===== config.mk =====
export PLATFORM = sky130hd
export DESIGN_NAME = qos_channel_selector
export DESIGN_NICKNAME = d
export VERILOG_FILES = /design/src/rtl/qos_pkg.sv /design/src/rtl/qos_best_pick.sv /design/src/rtl/qos_channel_selector.sv
export SDC_FILE = /design/constraint.sdc
export NUM_CORES = 1
export LEC_CHECK = 0
export CORE_UTILIZATION = 54
export DETAILED_ROUTE_END_ITERATION = 12
export PLACE_DENSITY = 0.81
export SYNTH_ARGS = -nofsm -noshare
export SYNTH_HDL_FRONTEND = slang
export SYNTH_SLANG_ARGS = --single-unit

===== constraint.sdc =====
create_clock -name clk -period 3.4 [get_ports clk]
set_input_delay 0.34 -clock clk [delete_from_list [all_inputs] [get_ports clk]]
set_output_delay 0.34 -clock clk [all_outputs]
set_load 0.02 [all_outputs]

===== src/rtl/qos_pkg.sv =====
// Shared definitions for the QoS channel selector: state encoding,
// reset defaults and priority-list field access.
package qos_pkg;

  typedef enum logic [1:0] {
    ST_FIXED   = 2'd0,
    ST_AUTO    = 2'd1,
    ST_HOLDOFF = 2'd2,
    ST_NONE    = 2'd3
  } state_t;

  localparam logic [7:0] PRIO_DEFAULT = 8'hE4;
  localparam int         NUM_CH       = 4;
  localparam int         PRIO_W       = 2;

  // Channel number held in priority slot idx (slot 0 = highest priority).
  function automatic logic [1:0] prio_field(input logic [7:0] prio, input int idx);
    return prio[idx*PRIO_W +: PRIO_W];
  endfunction

endpackage


===== src/rtl/qos_best_pick.sv =====
// Picks the highest-priority healthy channel from the 4-entry priority list.
// A channel missing from the list can never be picked; for duplicated
// entries the earliest slot decides.
module qos_best_pick
  import qos_pkg::*;
(
  input  logic [NUM_CH-1:0] healthy,
  input  logic [7:0]        prio,
  output logic [1:0]        best,
  output logic              best_valid
);

  // Scan lowest to highest priority so the highest-priority hit is written last.
  always_comb begin
    best       = '0;
    best_valid = 1'b0;
    for (int i = NUM_CH-1; i >= 0; i--) begin
      if (healthy[prio_field(prio, i)]) begin
        best       = prio_field(prio, i);
        best_valid = 1'b1;
      end
    end
  end

endmodule


===== src/rtl/qos_channel_selector.sv =====
// QoS channel selector for the TS mux: shadows config on valid_config,
// chooses active_channel (manual / fixed / automatic fallback with
// hold-off against flapping) and generates the periodic error-counter clear.
module qos_channel_selector
  import qos_pkg::*;
#(
  parameter logic [7:0] ERR_THRESH     = 8'd16,
  parameter int         HOLDOFF_CYCLES = 1024,
  parameter int         HOLD_W         = 11
)(
  input  logic        clk,
  input  logic        rst,
  input  logic        valid_config,
  input  logic        fallback_enable,
  input  logic        manual_enable,
  input  logic [1:0]  manual_channel,
  input  logic [7:0]  channel_priority,
  input  logic [19:0] reset_timer,
  input  logic [3:0]  signal_present,
  input  logic [7:0]  error_count_ch0,
  input  logic [7:0]  error_count_ch1,
  input  logic [7:0]  error_count_ch2,
  input  logic [7:0]  error_count_ch3,
  output logic [1:0]  active_channel,
  output logic        switch_pulse,
  output logic        no_healthy,
  output logic        err_clear,
  output logic [1:0]  fsm_state
);

  localparam logic [HOLD_W-1:0] HOLD_LOAD = HOLD_W'(HOLDOFF_CYCLES - 1);

  // Shadowed configuration; the FSM only ever looks at these copies.
  logic        cfg_fallback;
  logic        cfg_manual;
  logic [1:0]  cfg_manual_ch;
  logic [7:0]  cfg_prio;
  logic [19:0] cfg_timer;

  logic [19:0]              win_cnt;
  logic [HOLD_W-1:0]        hold;
  state_t                   state;
  logic [NUM_CH-1:0][7:0]   err;
  logic [NUM_CH-1:0]        healthy;
  logic [1:0]               best;
  logic                     best_valid;
  logic [1:0]               target;

  assign err = {error_count_ch3, error_count_ch2, error_count_ch1, error_count_ch0};

  for (genvar i = 0; i < NUM_CH; i++) begin : g_health
    assign healthy[i] = signal_present[i] && (err[i] < ERR_THRESH);
  end

  qos_best_pick u_best_pick (
    .healthy    (healthy),
    .prio       (cfg_prio),
    .best       (best),
    .best_valid (best_valid)
  );

  assign target    = cfg_manual ? cfg_manual_ch : (!cfg_fallback ? cfg_prio[1:0] : best);
  assign fsm_state = state;

  // Config shadow: capture all config inputs on the valid_config pulse.
  always_ff @(posedge clk or posedge rst) begin
    if (rst) begin
      cfg_fallback  <= 1'b0;
      cfg_manual    <= 1'b0;
      cfg_manual_ch <= 2'd0;
      cfg_prio      <= PRIO_DEFAULT;
      cfg_timer     <= '0;
    end else if (valid_config) begin
      cfg_fallback  <= fallback_enable;
      cfg_manual    <= manual_enable;
      cfg_manual_ch <= manual_channel;
      cfg_prio      <= channel_priority;
      cfg_timer     <= reset_timer;
    end
  end

  // Error window: count 0..timer-1, pulse err_clear on wrap; a config load restarts it.
  always_ff @(posedge clk or posedge rst) begin
    if (rst) begin
      win_cnt   <= '0;
      err_clear <= 1'b0;
    end else if (valid_config || cfg_timer == '0) begin
      win_cnt   <= '0;
      err_clear <= 1'b0;
    end else if (win_cnt == cfg_timer - 20'd1) begin
      win_cnt   <= '0;
      err_clear <= 1'b1;
    end else begin
      win_cnt   <= win_cnt + 20'd1;
      err_clear <= 1'b0;
    end
  end

  // Selection FSM: manual/fixed overrides first, then loss of health, then
  // hold-off timing, then automatic (revertive) switching.
  always_ff @(posedge clk or posedge rst) begin
    if (rst) begin
      state          <= ST_FIXED;
      active_channel <= 2'd0;
      switch_pulse   <= 1'b0;
      no_healthy     <= 1'b0;
      hold           <= '0;
    end else begin
      switch_pulse <= 1'b0;
      if (cfg_manual || !cfg_fallback) begin
        state          <= ST_FIXED;
        no_healthy     <= 1'b0;
        active_channel <= target;
        switch_pulse   <= (target != active_channel);
      end else if (!best_valid) begin
        state      <= ST_NONE;
        no_healthy <= 1'b1;
      end else begin
        no_healthy <= 1'b0;
        case (state)
          // Recovery from no-health: settle in AUTO first, switch on the next evaluation.
          ST_NONE: state <= ST_AUTO;
          ST_HOLDOFF: begin
            if (hold != '0) hold <= hold - HOLD_W'(1);
            if (hold <= HOLD_W'(1)) state <= ST_AUTO;
          end
          default: begin
            if (best != active_channel) begin
              active_channel <= best;
              switch_pulse   <= 1'b1;
              hold           <= HOLD_LOAD;
              state          <= ST_HOLDOFF;
            end else begin
              state <= ST_AUTO;
            end
          end
        endcase
      end
    end
  end

endmodule


## Yosys cells after proc, flatten, opt, wreduce, memory -nomap -nowiden

Cells that the tools add are included.
W data, S select, Z words.

| operators by class | value |
|---|---|
| $add $sub $neg | 3 |
| $lt $le $gt $ge | 9 |
| eq/ne operators | 8 |
| multiplexer cells | 40 |
| bitwise operators | 2 |
| reductions and logical operators | 15 |

Operators by type and width:

| cell | number |
|---|---|
| $mux W20 | 2 |
| $lt A8 B5 Y1 const B | 4 |
| $mux W2 | 14 |
| $mux W11 | 2 |
| $pmux W11 S2 | 1 |
| $add A20 B1 Y20 const B | 1 |
| $eq A20 B20 Y1 | 1 |
| $logic_not A20 Y1 | 1 |
| $sub A20 B1 Y20 const B | 1 |
| $mux W1 | 16 |
| $lt A2 B3 Y1 const B | 4 |
| $le A11 B1 Y1 const B | 1 |
| $reduce_bool A11 Y1 | 1 |
| $sub A11 B1 Y11 const B | 1 |
| $bmux W1 S2 | 4 |
| $reduce_bool A2 Y1 | 3 |
| $reduce_and A5 Y1 | 1 |
| $eq A2 B2 Y1 const B | 2 |
| $logic_and A1 B1 Y1 | 4 |
| $ne A2 B2 Y1 | 2 |
| $ne A4 B4 Y1 const B | 1 |
| $pmux W2 S2 | 1 |
| $reduce_and A3 Y1 | 1 |
| $logic_or A1 B1 Y1 | 2 |
| 5 further kinds | 6 |

| word-level totals | value |
|---|---|
| register bits | 70 |
| input bits | 71 |
| output and inout port bits | 7 |
| word-level logic and storage cells | 89 |

## Logic depth before layout (Yosys ltp)

Gate-level depths: netlist of the first run.

| logic depth | value |
|---|---|
| depth after elaboration | 13 |
| depth in mapped cells | 11 |

## By module

A second synthesis of the first run with hierarchy kept.

| second synthesis, totals | value |
|---|---|
| cells, all modules | 416 |
| area, all modules | 4176.5 µm² |

By module, submodules not included:

| module | times used | cells an instance | area an instance (µm²) |
|---|---|---|---|
| qos_channel_selector | 1 | 377 | 3888.7 |
| qos_best_pick | 1 | 39 | 287.8 |

## Worst setup path after synthesis of the first run

OpenSTA, ideal clock, no wires.

| timing | value |
|---|---|
| kind | register to register |
| start point | register cfg_timer[0] |
| end point | register win_cnt[10] |
| arrival time | 2.477 ns |
| data required time | 3.283 ns |
| path slack | 0.805 ns |
| stages on the path, launching flop included | 9 |
| buffers on the path | 1 |
| period minus slack after synthesis | 2.595 ns |
| cell sequence | dfrtp_1 nor4_4 nand3_2 or4_4 xnor2_2 or4bb_4 nor4_4 buf_4 nor2_1 |

| on the way | value |
|---|---|
| cells in the longest elaborated chain, start to end | 4 |
| elaborated cells on any way between the ends | 6 |
| classes of those cells | add/sub (1); eq/ne (1); mux (2); reduce/logical (2) |

Ends and longest elaborated chain:

| what | RTL line | text |
|---|---|---|
| from (decl) | qos_channel_selector.sv:38 | `logic [19:0] cfg_timer;` |
| from (signal assigned) | qos_channel_selector.sv:78 | `cfg_timer <= reset_timer;` |
| $sub A20 B1 Y20 | qos_channel_selector.sv:90 | `end else if (win_cnt == cfg_timer - 20'd1) begin` |
| $eq A20 B20 Y1 | qos_channel_selector.sv:90 |  |
| $mux W20 | qos_channel_selector.sv:90 |  |
| $mux W20 * | qos_channel_selector.sv:87 | `end else if (valid_config \|\| cfg_timer == '0) begin` |
| to (signal assigned) | qos_channel_selector.sv:94 | `win_cnt <= win_cnt + 20'd1;` |
| to (decl) | qos_channel_selector.sv:40 | `logic [19:0] win_cnt;` |

Mark *: on every way between the ends. The rest lies on a longest branch, timed or not.
A chain may end at the register's enable or synchronous reset.

## Worst setup path after layout of the first run

| timing | value |
|---|---|
| start point | register cfg_timer[7] |
| end point | register win_cnt[10] |

Same word-level chain as after synthesis.

==> impl_metrics.csv, run 1 <==
group,metric,value,unit
run_status,status,"complete, no violations",
logic_synthesis,ys_top_cells_by_area,"dfrtp_1, mux2_2, xnor2_1, nand2_1, nor2_1",
logic_synthesis,synthFlopType,"dfrtp_1",
sta,tightestPinTransition,0.524,ns
worst_setup_path,rr_worst_depth,8,
logic_synthesis,synth_seq_area_share,0.371,
worst_hold_path,min_path_type,"input pin to async pin",
layout,post-route-cell-area,5640,sq um
worst_setup_path,cp_slowest_cell,"or4bb_4",
layout,drive_gt1_frac,0.148,
sta,rsz0062_at_grt,"false",
die,core,8340,sq um
die,initial_core_util,0.567,
logic_synthesis,synth-edff-count,0,
power_and_ir_drop,p_leak,2.30,nW
global_route,grt_max_degree,34,
logic_synthesis,synth-compound-area-share,0.138,
logic_synthesis,synth-seq-cells,70,
routing,via_per_inst,6.18,
power_and_ir_drop,vdd_ir_drop_max,0.000335,V
logic_synthesis,synth_top_cells_by_count,"dfrtp_1, nand2_1, nor2_1",
logic_synthesis,avgSynthCellArea,9.29,sq um
clocking,clock-sinks,70,
logic_synthesis,netlist.area_leader.share,0.349,
routing,wl_met2,5850,microns
logic_synthesis,syn_area,4730,sq um
routing,drt-total-wl,11300,microns
clocking,cts_max_level,3,
routing,top_layer,"met4",
die,rows,33,
routing,route.detailed.wl_per_inst,16.7,microns
sta,fmax,346,MHz
logic_synthesis,synth_top_family_by_area,"simple AND/OR/NAND/NOR gates",
logic_synthesis,synth_fp_nets,584,
global_route,grt_pass1_vias,4146,
sta,setup_tns,0,ns
global_route,grt_first_pass_wirelength,19100,microns
worst_setup_path,slowest_delay,0.55,ns
global_route,grt_overflow,0,
worst_setup_path,critPathLaunchType,"flip-flop",
layout,final_cells,679,
routing,postRouteAntennaNets,0,
routing,route.detailed.drc,0,
worst_setup_path,path_class,"flip-flop to flip-flop",
die,die_w,95.6,microns
logic_synthesis,syn_inst,509,
worst_setup_path,arrival,3.12,ns
sta,fin_crit,2.89,ns
flow_run,drv_cap,0,
routing,vias,4199,
sta,slew_headroom,0.650,
sta,drv_slew,0,
layout,antenna_cells,0,
routing,met1_length,4530,microns
logic_synthesis,synth-adder-area-share,0.0106,
sta,hold_viol,0,
clocking,post_cts_resized,0,
clocking,cts_hold_buf,0,
sta,fin_skew,0.0103,ns
sta,finalSetupViolations,0,
routing,drtPass1Iterations,4,
worst_setup_path,path_max_fanout,20,
die,die_area,9140,sq um
worst_setup_path,ff2ff_setup_slack,0.51,ns
clocking,cts_buffers,9,
placed_design,dp.cells,663,
placed_design,io_buffers,61,
clocking,clockBufferDepth,2,
routing,wl_met3,609,microns
worst_setup_path,crit_buf_inv,1,
clocking,cts_tree,"done",
logic_synthesis,ys_types,81,
die,die_h,95.6,microns
logic_synthesis,synth-simple-area-share,0.268,
layout,areaGrowthSynthToFinish,19.3,%
placed_design,place_hpwl,8150,microns
worst_setup_path,end_kind,"flip-flop",
clocking,post_cts_buffers,0,
global_route,antenna_found_initial,0,
routing,drtIter0Drc,172,
clocking,clk_pin_slew,0.08,ns
placed_design,gp_congestion,0.899,
worst_setup_path,crit_family,"simple AND/OR/NAND/NOR gates",
worst_setup_path,cp.depth,8,
worst_setup_path,path_cells,"nor3_1 > nand3_2 > or4_4 > xnor2_2 > or4bb_4 > nor4_4 > buf_4 > nor2_1",
logic_synthesis,muxShareOfSynthArea,0.0844,
clocking,root_buffer,"clkbuf_8",
sta,min_period_over_period,0.851,
logic_synthesis,synthArstFlopShare,1.00,
global_route,grt_util_all_layers,0.270,
logic_synthesis,synth-xor-area-share,0.0905,
placed_design,place_area,5440,sq um
layout,layout.nets,644,
logic_synthesis,synth_warnings,0,
logic_synthesis,yosysMostFrequentCell,"dfrtp_1",
worst_setup_path,cp.required,3.63,ns
worst_setup_path,r2r-start,"cfg_timer[7]",
power_and_ir_drop,pwr_density_cell,459,nW/um^2
clocking,worstSkewPairLatency,0.35,ns
worst_setup_path,timing.rr.end,"win_cnt[10]",
die,ios,78,
logic_synthesis,synth_area_leader_cell,"dfrtp_1",
[worst max-delay path by stage]
stage                 start     endpoint  slack, ns
2_1_floorplan  cfg_timer[0]  win_cnt[10]       0.81
3_3_place_gp   cfg_timer[0]  win_cnt[15]       0.56
3_5_place_dp   cfg_timer[0]  win_cnt[10]       0.51
4_1_cts        cfg_timer[0]  win_cnt[10]       0.51
5_1_grt        cfg_timer[0]  win_cnt[10]       0.34
6_report       cfg_timer[7]  win_cnt[10]       0.51
[cell usage in the layout, fill, tap and decap left out, types with 6 or more instances in the layout]
master / Yosys / layout
dfrtp_1: 66 / 66
clkdlybuf4s50_1: 0 / 61
nand2_1: 55 / 55
nor2_1: 49 / 49
xnor2_1: 29 / 29
mux2_2: 27 / 27
nor3_1: 24 / 24
nand3_1: 19 / 19
xor2_1: 18 / 18
inv_1: 16 / 15
o21ai_0: 15 / 15
nand4_1: 12 / 12
and3_1: 11 / 11
buf_4: 3 / 11
clkbuf_8: 0 / 10
a21oi_1: 9 / 9
nor2b_1: 8 / 8
o32ai_1: 6 / 6
[logic make-up after synthesis]
kind of cell             after synthesis
adder cells (fa/ha/maj)                4
buffers and inverters                 39
XOR/XNOR                              48
flip-flops                            70
AO/OA/AOI/OAI                         83
AND/OR/NAND/NOR                      231
multiplexers                          34
[metal layers]
metal / track usage / vias to the layer above
li1: - / 1968
met1: 0.311 / 2056
met2: 0.490 / 140
met3: 0.0582 / 35
met4: 0.0945 / 0
met5: 0 / -
[stage by stage]
| step | util | setup WS [ns] | hold slack (ns) | total power [mW] |
|---|---|---|---|---|
| 2_1_floorplan | - | 0.805 | 0.455 | 1.64 |
| 3_3_place_gp | 0.652 | 0.560 | 0.505 | 1.84 |
| 3_5_place_dp | 0.652 | 0.506 | 0.517 | 1.88 |
| 4_1_cts | 0.676 | 0.511 | 0.202 | 2.59 |
| 5_1_grt | 0.676 | 0.338 | 0.234 | 2.73 |
| 6_report | 0.676 | 0.506 | 0.210 | 2.59 |
[sequential cells by signal, indices dropped and copies added, names as in the netlist]
name            flops
cfg_manual_ch       2
fsm_state           2
err_clear           1
cfg_fallback        1
win_cnt            20
cfg_timer          20
active_channel      2
hold               11
cfg_prio            8
switch_pulse        1
no_healthy          1
cfg_manual          1
[power breakdown]
part | switching, mW | total (mW) | internal, mW
Combinational | 0.406 | 0.769 | 0.363
Sequential | 0.167 | 1.11 | 0.942
Clock | 0.349 | 0.712 | 0.363
[area by class of cell]
| cell class | count | area (sq um) |
|---|---|---|
| multi-input cells | 400 | 2790 |
| fillers | 657 | 2700 |
| flip-flops and latches | 70 | 1760 |
| repair buffers | 72 | 693 |
| clock buffers | 10 | 138 |
| well taps | 105 | 131 |
| clock inverters | 6 | 68.8 |
| inverters | 16 | 60.1 |
No activity file was read; power rests on OpenSTA's default activity.
==> run 2: changes to the inputs <==
Settings changed: CAP_MARGIN from default to 5, SKIP_LAST_GASP from default to 1.
Clock period 3.4 ns to 3.1 ns, I/O delays scaled along.
==> run 2 against run 1 <==
  * Die area did not move
  * Routed wire length decreased by 2.4%
  * Register-to-register slack got worse by 0.27 ns
  * Maximum frequency grew 1.1%
  * Final cell count rose by 0.74%
  * Largest cell class unchanged
  * Non-clock buffer count is 5 higher
  * Count of clock-buffer cells in the layout is the same
  * Final area is 0.95% higher
  * Sequential share of layout area down 0.29 points
  * Worst hold slack better by 0.25 ns
  * Power rose by 8.8%
==> impl_metrics.csv, run 2 (synthesized netlist as in run 1, its figures left out) <==
group,metric,value,unit
run_status,status,"complete, no violations",
clocking,clk_pin_slew,0.09,ns
sta,hold_viol,0,
power_and_ir_drop,switching_share,0.356,
worst_setup_path,path_cells,"nor3_1 > nand3_2 > or4_4 > xnor2_2 > or4bb_4 > nor4_4 > buf_12 > nor3b_2",
layout,reg.largest.list,"cfg_timer x20, win_cnt x20, hold x11",
power_and_ir_drop,pwr-share-seq,0.431,
routing,route.detailed.drc,0,
power_and_ir_drop,internal_power,1.81,mW
placed_design,gp_congestion,0.946,
die,die_area,9140,sq um
worst_setup_path,critPathLaunchType,"flip-flop",
placed_design,place_area,5500,sq um
layout,antenna_cells,0,
power_and_ir_drop,p_leak,2.32,nW
sta,rsz0062_at_grt,"false",
worst_setup_path,cp.required,3.34,ns
power_and_ir_drop,p_comb_frac,0.298,
clocking,cts_max_level,3,
routing,via_per_inst,6.13,
layout,mostFrequentLayoutCell,"dfrtp_1",
layout,layout.nets,649,
die,initial_core_util,0.567,
global_route,grt_max_degree,41,
placed_design,place_hpwl,7980,microns
global_route,antenna_found_initial,0,
clocking,post_cts_resized,0,
die,die_w,95.6,microns
global_route,grt_first_pass_wirelength,18400,microns
worst_setup_path,crit_family,"simple AND/OR/NAND/NOR gates",
routing,drt-total-wl,11000,microns
global_route,grt_overflow,0,
sta,min_period_over_period,0.924,
worst_setup_path,end_kind,"flip-flop",
clocking,clock-sinks,70,
clocking,root_buffer,"clkbuf_8",
sta,tightestPinTransition,0.904,ns
clocking,cts_hold_buf,0,
clocking,worstSkewPairLatency,0.36,ns
worst_setup_path,slowest_delay,0.55,ns
worst_setup_path,path_class,"flip-flop to flip-flop",
sta,fmax,349,MHz
die,rows,33,
die,core,8340,sq um
power_and_ir_drop,clkPwrFrac,0.271,
global_route,grt_pass1_vias,4066,
global_route,grt_util_all_layers,0.262,
sta,finalSetupViolations,0,
sta,fin_skew,0.0118,ns
clocking,cts_tree,"done",
clocking,post_cts_buffers,0,
placed_design,io_buffers,61,
routing,drtPass1Iterations,4,
power_and_ir_drop,pwr_density_cell,494,nW/um^2
power_and_ir_drop,totalPowerFinal,2.82,mW
layout,fillers,662,
sta,fin_crit,2.86,ns
clocking,cts_buffers,9,
routing,vias,4192,
sta,drv_slew,0,
power_and_ir_drop,power_switching,1.00,mW
routing,postRouteAntennaNets,0,
die,die_h,95.6,microns
clocking,clockBufferDepth,2,
worst_setup_path,critPathLaunch,"cfg_timer[7]",
worst_setup_path,arrival,3.11,ns
layout,drive_gt1_frac,0.154,
flow_run,drv_cap,0,
die,ios,78,
sta,slew_headroom,0.396,
worst_setup_path,crit_buf_inv,1,
power_and_ir_drop,vdd_ir_drop_max,0.000250,V
layout,post-route-cell-area,5700,sq um
routing,route.detailed.wl_per_inst,16.1,microns
layout,areaGrowthSynthToFinish,20.4,%
worst_setup_path,cp_slowest_cell,"or4bb_4",
worst_setup_path,path_max_fanout,20,
routing,drtIter0Drc,173,
worst_setup_path,r2r-start,"cfg_timer[7]",
layout,mostFrequentLayoutCells,"dfrtp_1, clkdlybuf4s50_1, nand2_1, nor2_1, xnor2_1",
worst_hold_path,min_path_type,"input pin to async pin",
[run 2: worst paths after layout]
check | endpoint | slack, ns | cells after the start
min in group clk | cfg_prio[6] | 0.52 | 3
worst max-delay path | win_cnt[0] | 0.24 | 8
max in group asynchronous | win_cnt[5] | 1.98 | 3
worst max register to register | win_cnt[0] | 0.24 | 8
worst min register to register | cfg_manual_ch[1] | 0.52 | 1
worst min-delay path | cfg_prio[1] | 0.46 | 2
[run 2: power groups by stage]
stage / combinational [mW] / clock (mW) / sequential (mW)
2_1_floorplan: 0.609 / 0 / 1.19
3_3_place_gp: 0.807 / 0 / 1.22
3_5_place_dp: 0.839 / 0 / 1.23
4_1_cts: 0.840 / 0.766 / 1.21
5_1_grt: 0.925 / 0.808 / 1.24
6_report: 0.840 / 0.762 / 1.21
[run 2: layout make-up]
class	instances	area [sq um]	area share
timing repair buffer	77	756	0.133
clock inverter	6	70.1	0.0123
tap	105	131	0.0231
sequential	70	1760	0.308
clock buffer	10	128	0.0224
inverter	16	60.1	0.0105
multi-input combinational	400	2790	0.491
[run 2: per-layer routing]
| layer | global-route usage | wire length, microns |
|---|---|---|
| met1 | 0.311 | 4640 |
| met2 | 0.455 | 5550 |
| met3 | 0.0598 | 611 |
| met4 | 0.106 | 241 |
| met5 | 0 | 0 |
[run 2: stage by stage]
step,util,setup slack (ns),setup TNS (ns),hold WS (ns),std cells
after floorplan,-,0.505,0,0.425,509
after global placement,0.659,0.0748,0,0.503,668
final,0.683,0.236,0,0.458,684
after global routing,0.683,0.113,0,0.526,684
after detailed placement,0.659,-0.00285,-0.00300,0.501,668
after CTS,0.683,0.255,0,0.495,684
